[config.mk]
export PLATFORM = sky130hd
export DESIGN_NAME = oracle_query_ctrl
export DESIGN_NICKNAME = d
export VERILOG_FILES = /design/src/rtl/oracle_query_ctrl.sv
export SDC_FILE = /design/constraint.sdc
export NUM_CORES = 1
export LEC_CHECK = 0
export CORE_ASPECT_RATIO = 0.5
export CORE_UTILIZATION = 50
export CTS_CLUSTER_SIZE = 14
export DETAILED_ROUTE_END_ITERATION = 8
export GPL_TIMING_DRIVEN = 0
export HOLD_SLACK_MARGIN = 0.12
export PLACE_DENSITY = 0.68
export SLEW_MARGIN = 20
export SYNTH_ARGS = -nofsm -noshare
export SYNTH_HDL_FRONTEND = slang
export SYNTH_SLANG_ARGS = --single-unit
[constraint.sdc]
create_clock -name CK -period 5.7 [get_ports CK]
set_input_delay 0.855 -clock CK [delete_from_list [all_inputs] [get_ports CK]]
set_output_delay 0.855 -clock CK [all_outputs]
set_load 0.03 [all_outputs]
[src/rtl/oracle_query_ctrl.sv]
// oracle_query_ctrl
//   Sequencer that drives one sequential benchmark core as a black-box oracle.
//   It collects a query (up to DEPTH input vectors), holds the core in reset
//   for RSTCYC cycles, applies one vector per clock and captures the core
//   response to each vector. The responses are then streamed back over a
//   valid/ready port.
//
// Ports
//   CK, RN                 clock (rising edge) and asynchronous active-low reset
//   vec_valid/ready/data/last  query vector input stream
//   res_valid/ready/data/last  response output stream
//   core_rst_n, core_in    drive the core's flop reset and primary inputs
//   core_out               core primary outputs
//   busy                   high while resetting, running or draining
//   err_ovf                sticky; set when a query fills the buffer without
//                          vec_last, cleared when the next query starts
//
// Configuration
//   ORACLE_MISR_EN  when defined, RUN folds every core sample into an
//                   NOUT-bit MISR, the buffer keeps the query vectors, and
//                   DRAIN emits a single beat holding the signature.
module oracle_query_ctrl #(
   parameter int NIN    = 3,
   parameter int NOUT   = 6,
   parameter int DEPTH  = 16,
   parameter int RSTCYC = 2
) (
   input  logic            CK,
   input  logic            RN,
   input  logic            vec_valid,
   output logic            vec_ready,
   input  logic [NIN-1:0]  vec_data,
   input  logic            vec_last,
   output logic            res_valid,
   input  logic            res_ready,
   output logic [NOUT-1:0] res_data,
   output logic            res_last,
   output logic            core_rst_n,
   output logic [NIN-1:0]  core_in,
   input  logic [NOUT-1:0] core_out,
   output logic            busy,
   output logic            err_ovf
);
   localparam int CW  = $clog2(DEPTH) + 1;
   localparam int AW  = $clog2(DEPTH);
   localparam int BW  = (NIN > NOUT) ? NIN : NOUT;
   localparam int RCW = (RSTCYC > 1) ? $clog2(RSTCYC) : 1;

   typedef enum logic [2:0] {S_IDLE, S_LOAD, S_RST, S_RUN, S_DRAIN} state_t;

   state_t          state_reg, state_next;
   logic [CW-1:0]   len_reg, len_next;
   logic [CW-1:0]   idx_reg, idx_next, idx_m1;
   logic [RCW-1:0]  rst_cnt_reg, rst_cnt_next;
   logic            err_ovf_reg, err_ovf_next;
   logic            vec_ready_reg, vec_ready_next;
   logic            res_valid_reg, res_valid_next;
   logic [NOUT-1:0] res_data_reg, res_data_next;
   logic            res_last_reg, res_last_next;
   logic            core_rst_n_reg, core_rst_n_next;
   logic [NIN-1:0]  core_in_reg, core_in_next;
   logic            busy_reg, busy_next;
   logic            accept;

   // Query buffer: holds the vectors, then (per-vector mode) the responses.
   logic [BW-1:0]   mem [DEPTH];
   logic            wr_en;
   logic [AW-1:0]   wr_addr;
   logic [BW-1:0]   wr_data;

`ifdef ORACLE_MISR_EN
   logic [NOUT-1:0] sig_reg, sig_next;
`endif

   assign accept = vec_valid & vec_ready_reg;
   assign idx_m1 = idx_reg - CW'(1);

   always_comb begin
      state_next    = state_reg;
      len_next      = len_reg;
      idx_next      = idx_reg;
      rst_cnt_next  = rst_cnt_reg;
      err_ovf_next  = err_ovf_reg;
      res_valid_next = res_valid_reg;
      res_data_next = res_data_reg;
      res_last_next = res_last_reg;
      wr_en         = 1'b0;
      wr_addr       = len_reg[AW-1:0];
      wr_data       = BW'(vec_data);
`ifdef ORACLE_MISR_EN
      sig_next      = sig_reg;
`endif
      case (state_reg)
         S_IDLE: begin
            if (accept) begin
               wr_en        = 1'b1;
               wr_addr      = '0;
               len_next     = CW'(1);
               err_ovf_next = 1'b0;
               rst_cnt_next = '0;
               state_next   = vec_last ? S_RST : S_LOAD;
            end
         end
         S_LOAD: begin
            if (accept) begin
               wr_en    = 1'b1;
               len_next = len_reg + CW'(1);
               if (vec_last) begin
                  state_next   = S_RST;
                  rst_cnt_next = '0;
               end else if (len_reg == CW'(DEPTH - 1)) begin
                  // Buffer full without a last marker: run what we have.
                  err_ovf_next = 1'b1;
                  state_next   = S_RST;
                  rst_cnt_next = '0;
               end
            end
         end
         S_RST: begin
            if (rst_cnt_reg == RCW'(RSTCYC - 1)) begin
               state_next = S_RUN;
               idx_next   = '0;
`ifdef ORACLE_MISR_EN
               sig_next   = '0;
`endif
            end else begin
               rst_cnt_next = rst_cnt_reg + RCW'(1);
            end
         end
         S_RUN: begin
            // The response to vector k is visible one cycle after it is applied.
            if (idx_reg != '0) begin
`ifdef ORACLE_MISR_EN
               sig_next = {sig_reg[NOUT-2:0], sig_reg[NOUT-1] ^ sig_reg[0]} ^ core_out;
`else
               wr_en   = 1'b1;
               wr_addr = idx_m1[AW-1:0];
               wr_data = BW'(core_out);
`endif
            end
            if (idx_reg == len_reg) begin
               state_next     = S_DRAIN;
               idx_next       = '0;
               res_valid_next = 1'b1;
`ifdef ORACLE_MISR_EN
               res_data_next  = sig_next;
               res_last_next  = 1'b1;
`else
               // Entry 0 is being written this very cycle when len is 1.
               res_data_next  = (len_reg == CW'(1)) ? core_out : mem[AW'(0)][NOUT-1:0];
               res_last_next  = (len_reg == CW'(1));
`endif
            end else begin
               idx_next = idx_reg + CW'(1);
            end
         end
         S_DRAIN: begin
            if (res_ready) begin
               if (res_last_reg) begin
                  state_next     = S_IDLE;
                  res_valid_next = 1'b0;
                  res_last_next  = 1'b0;
               end else begin
                  idx_next      = idx_reg + CW'(1);
                  res_data_next = mem[idx_next[AW-1:0]][NOUT-1:0];
                  res_last_next = (idx_next == len_reg - CW'(1));
               end
            end
         end
         default: state_next = S_IDLE;
      endcase

      // Control outputs are registered copies of what the next state implies.
      vec_ready_next  = (state_next == S_IDLE) || (state_next == S_LOAD);
      busy_next       = !vec_ready_next;
      core_rst_n_next = (state_next != S_RST);
      core_in_next    = '0;
      if ((state_next == S_RUN) && (idx_next < len_reg))
         core_in_next = mem[idx_next[AW-1:0]][NIN-1:0];
   end

   always_ff @(posedge CK or negedge RN) begin
      if (!RN) begin
         state_reg      <= S_IDLE;
         len_reg        <= '0;
         idx_reg        <= '0;
         rst_cnt_reg    <= '0;
         err_ovf_reg    <= 1'b0;
         vec_ready_reg  <= 1'b0;
         res_valid_reg  <= 1'b0;
         res_data_reg   <= '0;
         res_last_reg   <= 1'b0;
         core_rst_n_reg <= 1'b0;
         core_in_reg    <= '0;
         busy_reg       <= 1'b0;
`ifdef ORACLE_MISR_EN
         sig_reg        <= '0;
`endif
      end else begin
         state_reg      <= state_next;
         len_reg        <= len_next;
         idx_reg        <= idx_next;
         rst_cnt_reg    <= rst_cnt_next;
         err_ovf_reg    <= err_ovf_next;
         vec_ready_reg  <= vec_ready_next;
         res_valid_reg  <= res_valid_next;
         res_data_reg   <= res_data_next;
         res_last_reg   <= res_last_next;
         core_rst_n_reg <= core_rst_n_next;
         core_in_reg    <= core_in_next;
         busy_reg       <= busy_next;
`ifdef ORACLE_MISR_EN
         sig_reg        <= sig_next;
`endif
      end
   end

   always_ff @(posedge CK) begin
      if (wr_en)
         mem[wr_addr] <= wr_data;
   end

   assign vec_ready  = vec_ready_reg;
   assign res_valid  = res_valid_reg;
   assign res_data   = res_data_reg;
   assign res_last   = res_last_reg;
   assign core_rst_n = core_rst_n_reg;
   assign core_in    = core_in_reg;
   assign busy       = busy_reg;
   assign err_ovf    = err_ovf_reg;
endmodule

==> flow_summary.json <==
{
  "period_minus_slack_ps": 4570,
  "crit_type": "flop to flop",
  "cts.sink_count": 125,
  "syn_inst": 531,
  "die_area_sq_um": 13900,
  "async_reset_ff_share_pct": 23.2,
  "arrival_ps": 4880,
  "largest_reg_flops": 96,
  "cts_tree": "yes",
  "ir_drop_v": 0.000244,
  "setup_violations": 0,
  "synth_top_area_cell": "edfxtp_1",
  "gp_congestion": 0.958,
  "placed_area_sq_um": 7230,
  "postRouteAntennaNets": 0,
  "wire_per_inst_um": 23.5,
  "vias_per_cell": 6.50,
  "reg2reg_depth": 16,
  "critPathMaxFanout": 10,
  "place_ws_ps": 938,
  "synth_edf_count": 96,
  "initial_utilization_pct": 52.1,
  "wl_met3_um": 1810,
  "top_layer_used": "met4",
  "power.total_mw": 4.42,
  "grt_start_max_net_pins": 24,
  "dieHeight_um": 83.9,
  "num_io_pins": 29,
  "powerDensity_nw_per_um2": 566,
  "finalHoldViolCount": 0,
  "post_synth_num_cell_types": 63,
  "routedLengthMet1_um": 7780,
  "ys_top_cells_by_area": "edfxtp_1 43%, dfrtp_1 11%, mux4_2 8.7%, mux2_2 2.9%, mux2i_1 2.5%",
  "setup_ws_ps": 1130,
  "area_growth_pct": 16.3,
  "clk_latency_ps": 430,
  "drv_slew": 0,
  "initialDrtViolationCount": 799,
  "synth.most_common_cell": "edfxtp_1",
  "overflow": 0,
  "max_cap_violations": 0,
  "fin_nets": 604,
  "cts.path.max_buffers": 2,
  "synth_warnings": 0,
  "dp_cells": 730,
  "drt_pass1_iterations": 9,
  "cts_buffers": 17,
  "numPortBuffers": 28,
  "core.rowCount": 29,
  "setup.worst_path.start": "idx_reg[0]$_DFF_PN0_",
  "fin_crit_sh_pct": 80.3,
  "synth_area_sq_um": 6710,
  "violations": "DRC",
  "grt_pass1_vias": 4901,
  "fp.coreArea_sq_um": 12900,
  "synthDominantCellAreaShare_pct": 43.0,
  "max_freq_mhz": 219,
  "dpl.hpwl_um": 12500,
  "drc": 2,
  "diodes": 0,
  "relSlewSlack_pct": 30.2,
  "cts_resized": 0,
  "dieWidth_um": 166,
  "synthTopCellsByCount": "96 x edfxtp_1, 38 x nand2_1, 29 x dfrtp_1, 29 x nor2_1, 26 x mux4_2",
  "drive_above_1_share_pct": 16.9,
  "rsz0062_at_grt": "no",
  "hold_path.class": "input port to async pin",
  "grt_pass1_wl_um": 28100,
  "post_cts_buffers": 0,
  "fin_area_sq_um": 7800,
  "finClkSkew_ps": 13.0,
  "reg2reg_from": "idx_reg[0]$_DFF_PN0_",
  "outcome": "finished, violations left",
  "crit_required_ps": 6010,
  "clk_pin_slew_ps": 60,
  "track_usage_pct": 27.3,
  "final_cells": 762,
  "synth_seq_cells": 125,
  "p_leak_nw": 2.73,
  "syn_nets": 556,
  "ys_seq_area_share_pct": 53.8,
  "startpoint_type": "flop",
  "cts_hold_buf": 0,
  "worstMarginPinSlew_ps": 1040,
  "antenna_found_initial": 0,
  "htreeDepth": 4,
  "clockRootBuffer": "clkbuf_16",
  "avgSynthCellArea_sq_um": 12.6,
  "met2_length_um": 7950,
  "route.final.wire_length_um": 17900,
  "vias": 4952,
  "synthFlopType": "edfxtp_1",
  "fin_tns_setup_ps": 0,
  "cp-end-kind": "flop"
}
[through the flow]
step	util [%]	hold slack (ps)
6_report	60.6	293
2_1_floorplan	-	491
5_1_grt	60.6	297
3_5_place_dp	56.1	475
3_3_place_gp	55.9	466
4_1_cts	60.6	292
[report_power, final]
| part | internal, mW | total (mW) | switching, mW | leakage, nW |
|---|---|---|---|---|
| combinational | 0.799 | 2.08 | 1.28 | 1.23 |
| clock | 0.613 | 1.07 | 0.455 | 0.278 |
| sequential | 1.17 | 1.27 | 0.0933 | 1.22 |
[logic make-up (layout without fill, tap and decap cells)]
family	Yosys count	in the layout	share of synthesized area, %
AND/OR/NAND/NOR	137	137	10.3
multiplexers	60	60	14.1
buffers and inverters	55	116	3.86
adder cells (fa/ha/maj)	11	11	2.05
flip-flops	125	125	53.8
AO/OA/AOI/OAI	124	124	13.4
XOR/XNOR	19	19	2.48
[cell usage in the layout, fill, tap and decap left out, drive strengths merged, types with 12 or more instances in the layout]
cell type and n:
a21oi 12, buf 20, clkbuf 34, clkdlybuf4s50 27, dfrtp 29, edfxtp 96, inv 26, mux2 17
mux2i 17, mux4 26, nand2 38, nor2 29, o211ai 13, o21ai 27
[final timing paths]
check / end / slack [ps]
setup / recovery: core_in[2]$_DFF_PN0_ / 1130
hold / removal: core_in[1]$_DFF_PN0_ / 290
setup reg to reg: core_in[2]$_DFF_PN0_ / 1130
hold reg to reg: res_valid$_DFFE_PN0P_ / 490
max in group asynchronous: core_in[2]$_DFF_PN0_ / 4990
min in group CK: res_valid$_DFFE_PN0P_ / 490
[per-layer routing]
metal / global-route usage [%] / vias up
met4: 9.52 / 0
met1: 38.2 / 2450
met3: 7.73 / 40
met2: 40.9 / 276
li1: - / 2186
met5: 0 / -
[area by class of cell]
| class | instances | area (sq um) |
|---|---|---|
| fill | 1007 | 5080 |
| sequential | 125 | 3610 |
| multi-input combinational | 351 | 2850 |
| clock buffer | 17 | 425 |
| timing repair buffer | 29 | 295 |
| tap | 170 | 213 |
| buffer | 35 | 171 |
| clock inverter | 15 | 151 |
| inverter | 20 | 87.6 |
[critical path, cell delays in order, from the launching register on]
cell and delay [ps]:
dfrtp_1 410, buf_2 240, clkinv_1 300, ha_1 380
clkbuf_1 300, inv_1 270, a211oi_1 120, a21oi_1 450
inv_2 220, ha_1 230, a21o_1 170, a21o_1 160
a21oi_1 150, o31ai_1 130, a2111oi_0 560, nand4_1 210
o31ai_1 140
Power figures use the tool's default switching activity.
